**src/rtl/mpmc12_pkg.sv**
```systemverilog
// Shared types and limits for the multiport memory controller read-ack generator.
package mpmc12_pkg;

    typedef enum logic [1:0] {
        IDLE = 2'd0,
        HIGH = 2'd1,
        LOW  = 2'd2
    } ack_state_t;

    localparam int unsigned MAX_NPORT   = 16;
    localparam int unsigned MAX_STRETCH = 16;

    function automatic int unsigned max_u(input int unsigned a, input int unsigned b);
        return (a > b) ? a : b;
    endfunction

endpackage

```
**src/rtl/mpmc12_ack_chan.sv**
```systemverilog
// One ack channel: stretches each read event into a STRETCH-cycle ack followed by
// at least GAP low cycles, queueing back-to-back events in a saturating counter.
module mpmc12_ack_chan
    import mpmc12_pkg::*;
#(
    parameter int unsigned STRETCH = 4,
    parameter int unsigned GAP     = 2,
    parameter int unsigned PENDW   = 3
) (
    input  logic             clk,
    input  logic             rst,
    input  logic             evt,
    input  logic             ovf_clr,
    output logic             ack_stretch,
    output logic             ack_pulse,
    output logic [PENDW-1:0] pend_cnt,
    output logic             ovf,
    output logic             busy
);

    localparam int unsigned      CNTW       = $clog2(max_u(STRETCH, GAP)) + 1;
    localparam logic [CNTW-1:0]  STRETCH_LD = CNTW'(STRETCH - 1);
    localparam logic [CNTW-1:0]  GAP_LD     = CNTW'(GAP - 1);
    localparam logic [PENDW-1:0] PEND_MAX   = {PENDW{1'b1}};

    if (STRETCH < 1 || STRETCH > MAX_STRETCH || GAP < 1 || GAP > MAX_STRETCH) begin : g_param_err
        $error("mpmc12_ack_chan: STRETCH and GAP must be in 1..%0d", MAX_STRETCH);
    end

    ack_state_t       state_q, state_d;
    logic [CNTW-1:0]  cnt_q, cnt_d;
    logic [PENDW-1:0] pend_q, pend_d;
    logic             ovf_q, ovf_d;
    logic             ack_q, ack_d;
    logic             pulse_q, pulse_d;
    logic             busy_q, busy_d;
    logic             ovf_set;

    logic cnt_zero_c;
    logic launch_c;
    logic take_pend_c;
    logic queue_evt_c;

    assign cnt_zero_c  = (cnt_q == '0);
    // End of the low gap with work waiting: start the next stretch.
    assign launch_c    = (state_q == LOW) && cnt_zero_c && ((pend_q != '0) || evt);
    assign take_pend_c = launch_c && (pend_q != '0);
    // An event that launches from an empty queue is used directly instead of being counted.
    assign queue_evt_c = evt && (state_q != IDLE) && !(launch_c && (pend_q == '0));

    always_ff @(posedge clk) begin
        if (rst) begin
            state_q <= IDLE;
            cnt_q   <= '0;
            pend_q  <= '0;
            ovf_q   <= 1'b0;
            ack_q   <= 1'b0;
            pulse_q <= 1'b0;
            busy_q  <= 1'b0;
        end else begin
            state_q <= state_d;
            cnt_q   <= cnt_d;
            pend_q  <= pend_d;
            ovf_q   <= ovf_d;
            ack_q   <= ack_d;
            pulse_q <= pulse_d;
            busy_q  <= busy_d;
        end
    end

    always_comb begin
        state_d = state_q;
        cnt_d   = cnt_q;
        case (state_q)
            IDLE: begin
                if (evt) begin
                    state_d = HIGH;
                    cnt_d   = STRETCH_LD;
                end
            end
            HIGH: begin
                if (cnt_zero_c) begin
                    state_d = LOW;
                    cnt_d   = GAP_LD;
                end else begin
                    cnt_d = cnt_q - CNTW'(1);
                end
            end
            LOW: begin
                if (cnt_zero_c) begin
                    if (launch_c) begin
                        state_d = HIGH;
                        cnt_d   = STRETCH_LD;
                    end else begin
                        state_d = IDLE;
                    end
                end else begin
                    cnt_d = cnt_q - CNTW'(1);
                end
            end
            default: begin
                state_d = IDLE;
                cnt_d   = '0;
            end
        endcase
    end

    always_comb begin
        pend_d  = pend_q;
        ovf_set = 1'b0;
        if (take_pend_c && !evt) begin
            pend_d = pend_q - PENDW'(1);
        end else if (queue_evt_c && !take_pend_c) begin
            if (pend_q == PEND_MAX) begin
                ovf_set = 1'b1;
            end else begin
                pend_d = pend_q + PENDW'(1);
            end
        end
        ovf_d   = ovf_set | (ovf_q & ~ovf_clr);
        ack_d   = (state_d == HIGH);
        pulse_d = (state_d == HIGH) && (state_q != HIGH);
        busy_d  = (state_d != IDLE) || (pend_d != '0);
    end

    assign ack_stretch = ack_q;
    assign ack_pulse   = pulse_q;
    assign pend_cnt    = pend_q;
    assign ovf         = ovf_q;
    assign busy        = busy_q;

endmodule

```
**src/rtl/mpmc12_rd_ack_gen.sv**
```systemverilog
// Multi-channel read-ack generator: routes each controller read-ready to its
// destination port channel and collects the per-port stretched acks.
module mpmc12_rd_ack_gen
    import mpmc12_pkg::*;
#(
    parameter  int unsigned NPORT   = 8,
    parameter  int unsigned STRETCH = 4,
    parameter  int unsigned GAP     = 2,
    parameter  int unsigned PENDW   = 3,
    localparam int unsigned PORTW   = $clog2(NPORT)
) (
    input  logic                   clk,
    input  logic                   rst,
    input  logic                   rdy,
    input  logic [PORTW-1:0]       fifo_port,
    input  logic [NPORT-1:0]       port_en,
    input  logic [NPORT-1:0]       ovf_clr,
    output logic [NPORT-1:0]       ack_stretch,
    output logic [NPORT-1:0]       ack_pulse,
    output logic [NPORT*PENDW-1:0] pend_cnt,
    output logic [NPORT-1:0]       ovf,
    output logic                   busy
);

    if (NPORT < 2 || NPORT > MAX_NPORT) begin : g_param_err
        $error("mpmc12_rd_ack_gen: NPORT must be in 2..%0d", MAX_NPORT);
    end

    logic [NPORT-1:0] evt_c;
    logic [NPORT-1:0] chan_busy;

    // Out-of-range or disabled destinations produce no event at all.
    always_comb begin
        evt_c = '0;
        if (rdy && (32'(fifo_port) < NPORT)) begin
            if (port_en[fifo_port]) begin
                evt_c[fifo_port] = 1'b1;
            end
        end
    end

    for (genvar i = 0; i < NPORT; i++) begin : g_chan
        mpmc12_ack_chan #(
            .STRETCH (STRETCH),
            .GAP     (GAP),
            .PENDW   (PENDW)
        ) u_chan (
            .clk         (clk),
            .rst         (rst),
            .evt         (evt_c[i]),
            .ovf_clr     (ovf_clr[i]),
            .ack_stretch (ack_stretch[i]),
            .ack_pulse   (ack_pulse[i]),
            .pend_cnt    (pend_cnt[i*PENDW +: PENDW]),
            .ovf         (ovf[i]),
            .busy        (chan_busy[i])
        );
    end

    assign busy = |chan_busy;

endmodule

```
**config.mk**
```make
export PLATFORM = sky130hd
export DESIGN_NAME = mpmc12_rd_ack_gen
export DESIGN_NICKNAME = d
export VERILOG_FILES = /design/src/rtl/mpmc12_pkg.sv /design/src/rtl/mpmc12_ack_chan.sv /design/src/rtl/mpmc12_rd_ack_gen.sv
export SDC_FILE = /design/constraint.sdc
export NUM_CORES = 1
export LEC_CHECK = 0
export CAP_MARGIN = 40
export CORE_AREA = 2 2 127 129
export CTS_BUF_LIST = sky130_fd_sc_hd__clkbuf_4 sky130_fd_sc_hd__clkbuf_8
export DETAILED_ROUTE_END_ITERATION = 8
export DIE_AREA = 0 0 129 131
export PLACE_DENSITY_LB_ADDON = 0.12
export SETUP_SLACK_MARGIN = 0.3
export SYNTH_ARGS = -nofsm -noshare
export SYNTH_HDL_FRONTEND = slang
export SYNTH_SLANG_ARGS = --single-unit
```
**constraint.sdc**
```tcl
create_clock -name clk -period 2.15 [get_ports clk]
set_input_delay 0.43 -clock clk [delete_from_list [all_inputs] [get_ports clk]]
set_output_delay 0.43 -clock clk [all_outputs]
set_load 0.01 [all_outputs]
```
==> results of run 1 <==
==> routing by layer <==
metal  vias to the layer above  wire (um)  track usage [%]
met4                         0        176             5.75
met2                        83       6040             25.6
li1                       2416          -                -
met3                        12        539             3.46
met5                         -          0                0
met1                      2191       6360             20.6
==> cells in the final DEF (no fill, tap or decap), types with 10 or more instances in the layout <==
| cell | n |
|---|---|
| and3_1 | 11 |
| nand2_1 | 37 |
| clkbuf_8 | 10 |
| inv_1 | 36 |
| ha_1 | 28 |
| a21oi_1 | 56 |
| xnor2_1 | 10 |
| nand3_1 | 13 |
| dfxtp_2 | 22 |
| buf_4 | 46 |
| nor2b_1 | 15 |
| nand2b_1 | 14 |
| nor3_1 | 17 |
| mux2i_1 | 10 |
| dfxtp_1 | 72 |
| clkdlybuf4s50_1 | 62 |
| o21ai_0 | 30 |
| nor2_1 | 75 |
==> timing repair <==
item | in CTS | in global routing
setup endpoints to repair | 25 | 43
hold endpoints to repair | 0 | 0
pin swaps | 7 | 28
resized for setup | 31 | 65
buffers inserted | 1 | 9
==> area by class of cell <==
type                    instances  area [um2]  share of cell area (%)
multi-input cells             465        3250                    46.7
flip-flops and latches         96        1960                    28.1
repair buffers                120        1110                    15.9
well taps                     216         270                    3.88
inverters                      39         149                    2.14
clock buffers                  10         138                    1.98
clock inverters                 6        90.1                    1.29
==> registers in the layout, indices dropped and copies added (netlist names) <==
name                       count
g_chan.u_chan.cnt_q           24
g_chan.u_chan.busy             8
g_chan.u_chan.ovf              8
g_chan.u_chan.ack_pulse        8
g_chan.u_chan.pend_cnt        24
g_chan.u_chan.ack_stretch      8
g_chan.u_chan.state_q         16
==> logic make-up (layout without fill, tap and decap cells) <==
logic type,Yosys count,in the layout,synth area share [%]
AOI/OAI and AO/OA,166,166,20.4
xor gates and xnor gates,13,13,2.13
adders and majority gates,32,32,7.48
buffers and inverters,90,175,8.28
DFF,96,96,35.9
muxes,13,13,2.50
and+or+nand+nor,241,241,23.3
==> worst paths after layout <==
path | startpoint | end | slack [ns]
hold reg to reg | g_chan[6].u_chan.cnt_q[2] | g_chan[6].u_chan.cnt_q[2] | 0.46
setup / recovery | g_chan[3].u_chan.pend_cnt[2] | pend_cnt[11] | 0.38
hold / removal | g_chan[6].u_chan.cnt_q[2] | g_chan[6].u_chan.cnt_q[2] | 0.46
setup reg to reg | g_chan[5].u_chan.pend_cnt[1] | g_chan[5].u_chan.busy | 0.39
==> worst reg2reg max path: stages (launching register included) <==
cell	delay (ns)
dfxtp_4	0.37
inv_4	0.04
ha_4	0.14
nand2b_1	0.09
nand3_1	0.07
or3_4	0.38
nor2_4	0.12
mux2_4	0.30
a31oi_1	0.16
==> where the power goes <==
part           switching, mW  total, mW  internal (mW)
sequential            0.0730       1.91           1.84
combinational          0.298      0.592          0.294
clock                  0.677       1.37          0.691
==> impl_metrics.toml, run 1 <==
[run_status]
status = "finished clean"

[drt]
ant_nets = 0
wl_um = 13100
vias = 4702
dr.pass1.iters = 4
drc_errors = 0
avgRoutedWirePerCell_um = 13.8
drtIter0Drc = 304
drt-vias-per-instance = 4.94

[die]
ioPinCount = 71
rows = 46
initial_core_util_pct = 34.3
core_region_area_um2 = 15600
die_y_um = 131
die_w_um = 129
fp.dieArea_um2 = 16900

[sta]
rsz0062_at_grt = "false"
worst_slew_pin_slew_ns = 0.567
report.final.slew_viol_count = 0
max-slew-margin-rel_pct = 62.1
fin_ws_ns = 0.378
clock_skew_ns = 0.0105
timing.hold.ws_ns = 0.463
setup_viol = 0
hold_viol_final = 0
period_needed_ns = 1.77
fin_setup_tns_ns = 0
max_freq_ghz = 0.564
fin_crit_sh_pct = 82.4

[synthesis]
synth_commonest_cells = "96 x dfxtp_1, 78 x nor2_1, 62 x a21oi_1"
synthTopCellsByArea = "dfxtp_1 36%, ha_1 7.5%, a21oi_1 5.8%"
synth_edf_count = 0
synth_top_area_share_pct = 35.9
ys.flop_type = "dfxtp_1"
ys_seq_elements = 96
synth_cell_types = 65
yosysSeqAreaShare_pct = 35.9
synthArstFlopShare_pct = 0
synth_area_per_cell_um2 = 8.22
yosysMostFrequentCell = "dfxtp_1"
yosys_warnings = 0
synth_top_cell_by_area = "dfxtp_1"
syn_area_um2 = 5350
synthesis.nets = 705
syn_inst = 651

[setup_path]
path_buf_inv = 1
cp.arrival_ns = 1.34
r2r_cells = 8
crit_chain = "clkdlybuf4s50_1"
cp.required_ns = 1.72
worstSetupPathType = "reg2out"
path_depth = 1
crit_path_max_fanout = 5
path_delay_family = "buffers and inverters"
critPathLaunchType = "flip-flop"
critPathSlowestCell = "clkdlybuf4s50_1"
worst_path_largest_cell_delay_ns = 0.56
endpoint_kind = "output pin"

[place]
gp_congestion = 0.821
placed_area_um2 = 6360
dpl.hpwl_um = 9350
dp_slack_ns = -0.267
port_buffers = 70
dp.cells = 926

[cts]
h-tree-depth = 3
cts_buffers = 9
ctsHoldBuffers = 0
clock_path_buffers = 2
cts_tree = "built"
clkSinkCount = 96
cts.clk_slew.worst_paths_ns = 0.10
insertion_delay_ns = 0.38
root_buffer = "clkbuf_8"

[finish]
drive_above_1_share_pct = 21.6
nNetsFinal = 785
area_delta_synth_final_pct = 30.1
fill_cells = 1529
final_cells = 952
design_area_um2 = 6960
diodes = 0
final_util_pct = 44.6

[power]
power.leakage_nw = 2.69
power_mw = 3.87
p_per_area_nw_per_um2 = 557
ir_worst_vdd_v = 0.000276

[global_route]
grt_max_degree = 73
grt_usage_pct = 15.7
antenna_found_initial = 0
grt_pass1_vias = 4385
grt_pass1_wl_um = 21200
grt-ovfl-total = 0

[min_path]
hold_path_class = "reg2reg"
worstHoldPathCells = 2

[flow_run]
maxCapViolCount = 0
(Power assumes the default switching activity.)
==> run 2, diff against run 1 <==
clock period = 1.7 ns   (was 2.15 ns; I/O delays follow)
==> impl_metrics.toml, run 2 (synthesis results as in run 1) <==
[sta]
max-slew-margin-rel_pct = 66.3
fin_ws_ns = -0.0360
setup_viol = 2
report.final.slew_viol_count = 0
timing.hold.ws_ns = 0.414
rsz0062_at_grt = "true"
period_needed_ns = 1.74
fin_crit_sh_pct = 102
hold_viol_final = 0
worst_slew_pin_slew_ns = 0.506
max_freq_ghz = 0.576
clock_skew_ns = 0.0138

[finish]
layout_common_cells = "119 x buf_4, 62 x nor2_1, 56 x buf_6"
regArea_um2 = 2030
nNetsFinal = 905
multi_input_area_um2 = 4220
diodes = 0
final_common_cell = "buf_4"
fill_cells = 1380
final_util_pct = 57.3
drive_above_1_share_pct = 56.0
area_delta_synth_final_pct = 67.0
final_cells = 1072
design_area_um2 = 8940

[drt]
drtIter0Drc = 196
ant_nets = 0
vias = 5336
drc_errors = 0
avgRoutedWirePerCell_um = 14.9
dr_wl_met2_um = 7990
top_layer = "met4"
drt-met1-wl_um = 7330
wl_um = 16000
wl_met3_um = 459
drt-vias-per-instance = 4.98
dr.pass1.iters = 4

[setup_path]
cp.arrival_ns = 2.04
endpoint_kind = "flip-flop"
crit_path_max_fanout = 2
ff2ff_setup_slack_ns = -0.04
cp.required_ns = 2.00
worstSetupPathType = "reg2reg"
critPathLaunchType = "flip-flop"

[cts]
clock_path_buffers = 2
root_buffer = "clkbuf_8"
h-tree-depth = 3
cts.clk_slew.worst_paths_ns = 0.09
cts_buffers = 9
clkSinkCount = 96
ctsHoldBuffers = 0
insertion_delay_ns = 0.38
cts_tree = "built"

[global_route]
grt_pass1_vias = 5317
grt-ovfl-total = 0
grt_max_degree = 19
antenna_found_initial = 0
grt_pass1_wl_um = 24800
grt_usage_pct = 18.3

[die]
initial_core_util_pct = 34.3
rows = 46
die_y_um = 131
fp.dieArea_um2 = 16900
die_w_um = 129
core_region_area_um2 = 15600
ioPinCount = 71

[min_path]
hold_path_class = "in2reg"

[place]
gp_congestion = 0.862
dpl.hpwl_um = 10500
port_buffers = 70
dp.cells = 987
placed_area_um2 = 7080

[power]
power.leakage_nw = 3.71
p_per_area_nw_per_um2 = 564
power_mw = 5.04
ir_worst_vdd_v = 0.000311

[run_status]
violations = "negative setup slack"
status = "finished with violations"

[flow_run]
maxCapViolCount = 0
==> run 2: cell types whose count changed in the layout (fill, tap and decap cells not counted), sizes merged, moves of 2 or more <==
cell,before,now
dlygate4sd2,3,25
clkdlybuf4s50,62,12
clkdlybuf4s15,0,6
bufinv,2,0
clkbuf,11,14
clkinvlp,1,3
buf,51,191
==> run 2: area by class of cell <==
cell class              count  area share [%]
repair buffers            240            23.2
well taps                 216            3.02
clock inverters             5           0.364
multi-input cells         465            47.2
clock buffers              11            1.62
inverters                  39            1.89
flip-flops and latches     96            22.7
==> run 2: metal layers <==
| layer | up-vias | global-route usage [%] |
|---|---|---|
| met1 | 2563 | 23.2 |
| met3 | 17 | 3.62 |
| li1 | 2672 | - |
| met2 | 84 | 30.7 |
| met5 | - | 0 |
| met4 | 0 | 7.16 |
==> run 2: report_power, final <==
part           switching, mW  internal [mW]
logic                  0.563          0.639
registers             0.0796           2.31
clock network          0.861          0.584
total                   1.50           3.53
==> run 2: worst max-delay path, stage by stage (launching register included) <==
cell	delay, ns
dfxtp_4	0.35
or3_4	0.39
a21oi_4	0.16
a211oi_2	0.07
mux2_4	0.29
a22o_1	0.23
a31oi_2	0.17
==> run 2: worst paths after layout <==
kind                                     from                           end  depth (start not counted)
setup / recovery    g_chan[7].u_chan.cnt_q[2]         g_chan[7].u_chan.busy                          6
hold / removal                            rst          g_chan[4].u_chan.ovf                          2
setup reg to reg    g_chan[7].u_chan.cnt_q[2]         g_chan[7].u_chan.busy                          6
hold reg to reg   g_chan[1].u_chan.state_q[0]  g_chan[1].u_chan.ack_stretch                          1
==> run 2: through the flow <==
step                      setup WS [ns]  setup TNS, ns
after floorplan                 -0.0724        -0.0967
after global placement           -0.622         -31.29
after detailed placement         -0.647         -33.17
after CTS                      -0.00594        -0.0104
after global routing            -0.0923         -0.333
final                           -0.0360        -0.0706
==> run 2: timing repair <==
item                                    4_1_cts  5_1_grt
setup buffers                                39       30
pin swaps                                    81       63
endpoints found under the setup margin      132       87
resized for setup                           271      184
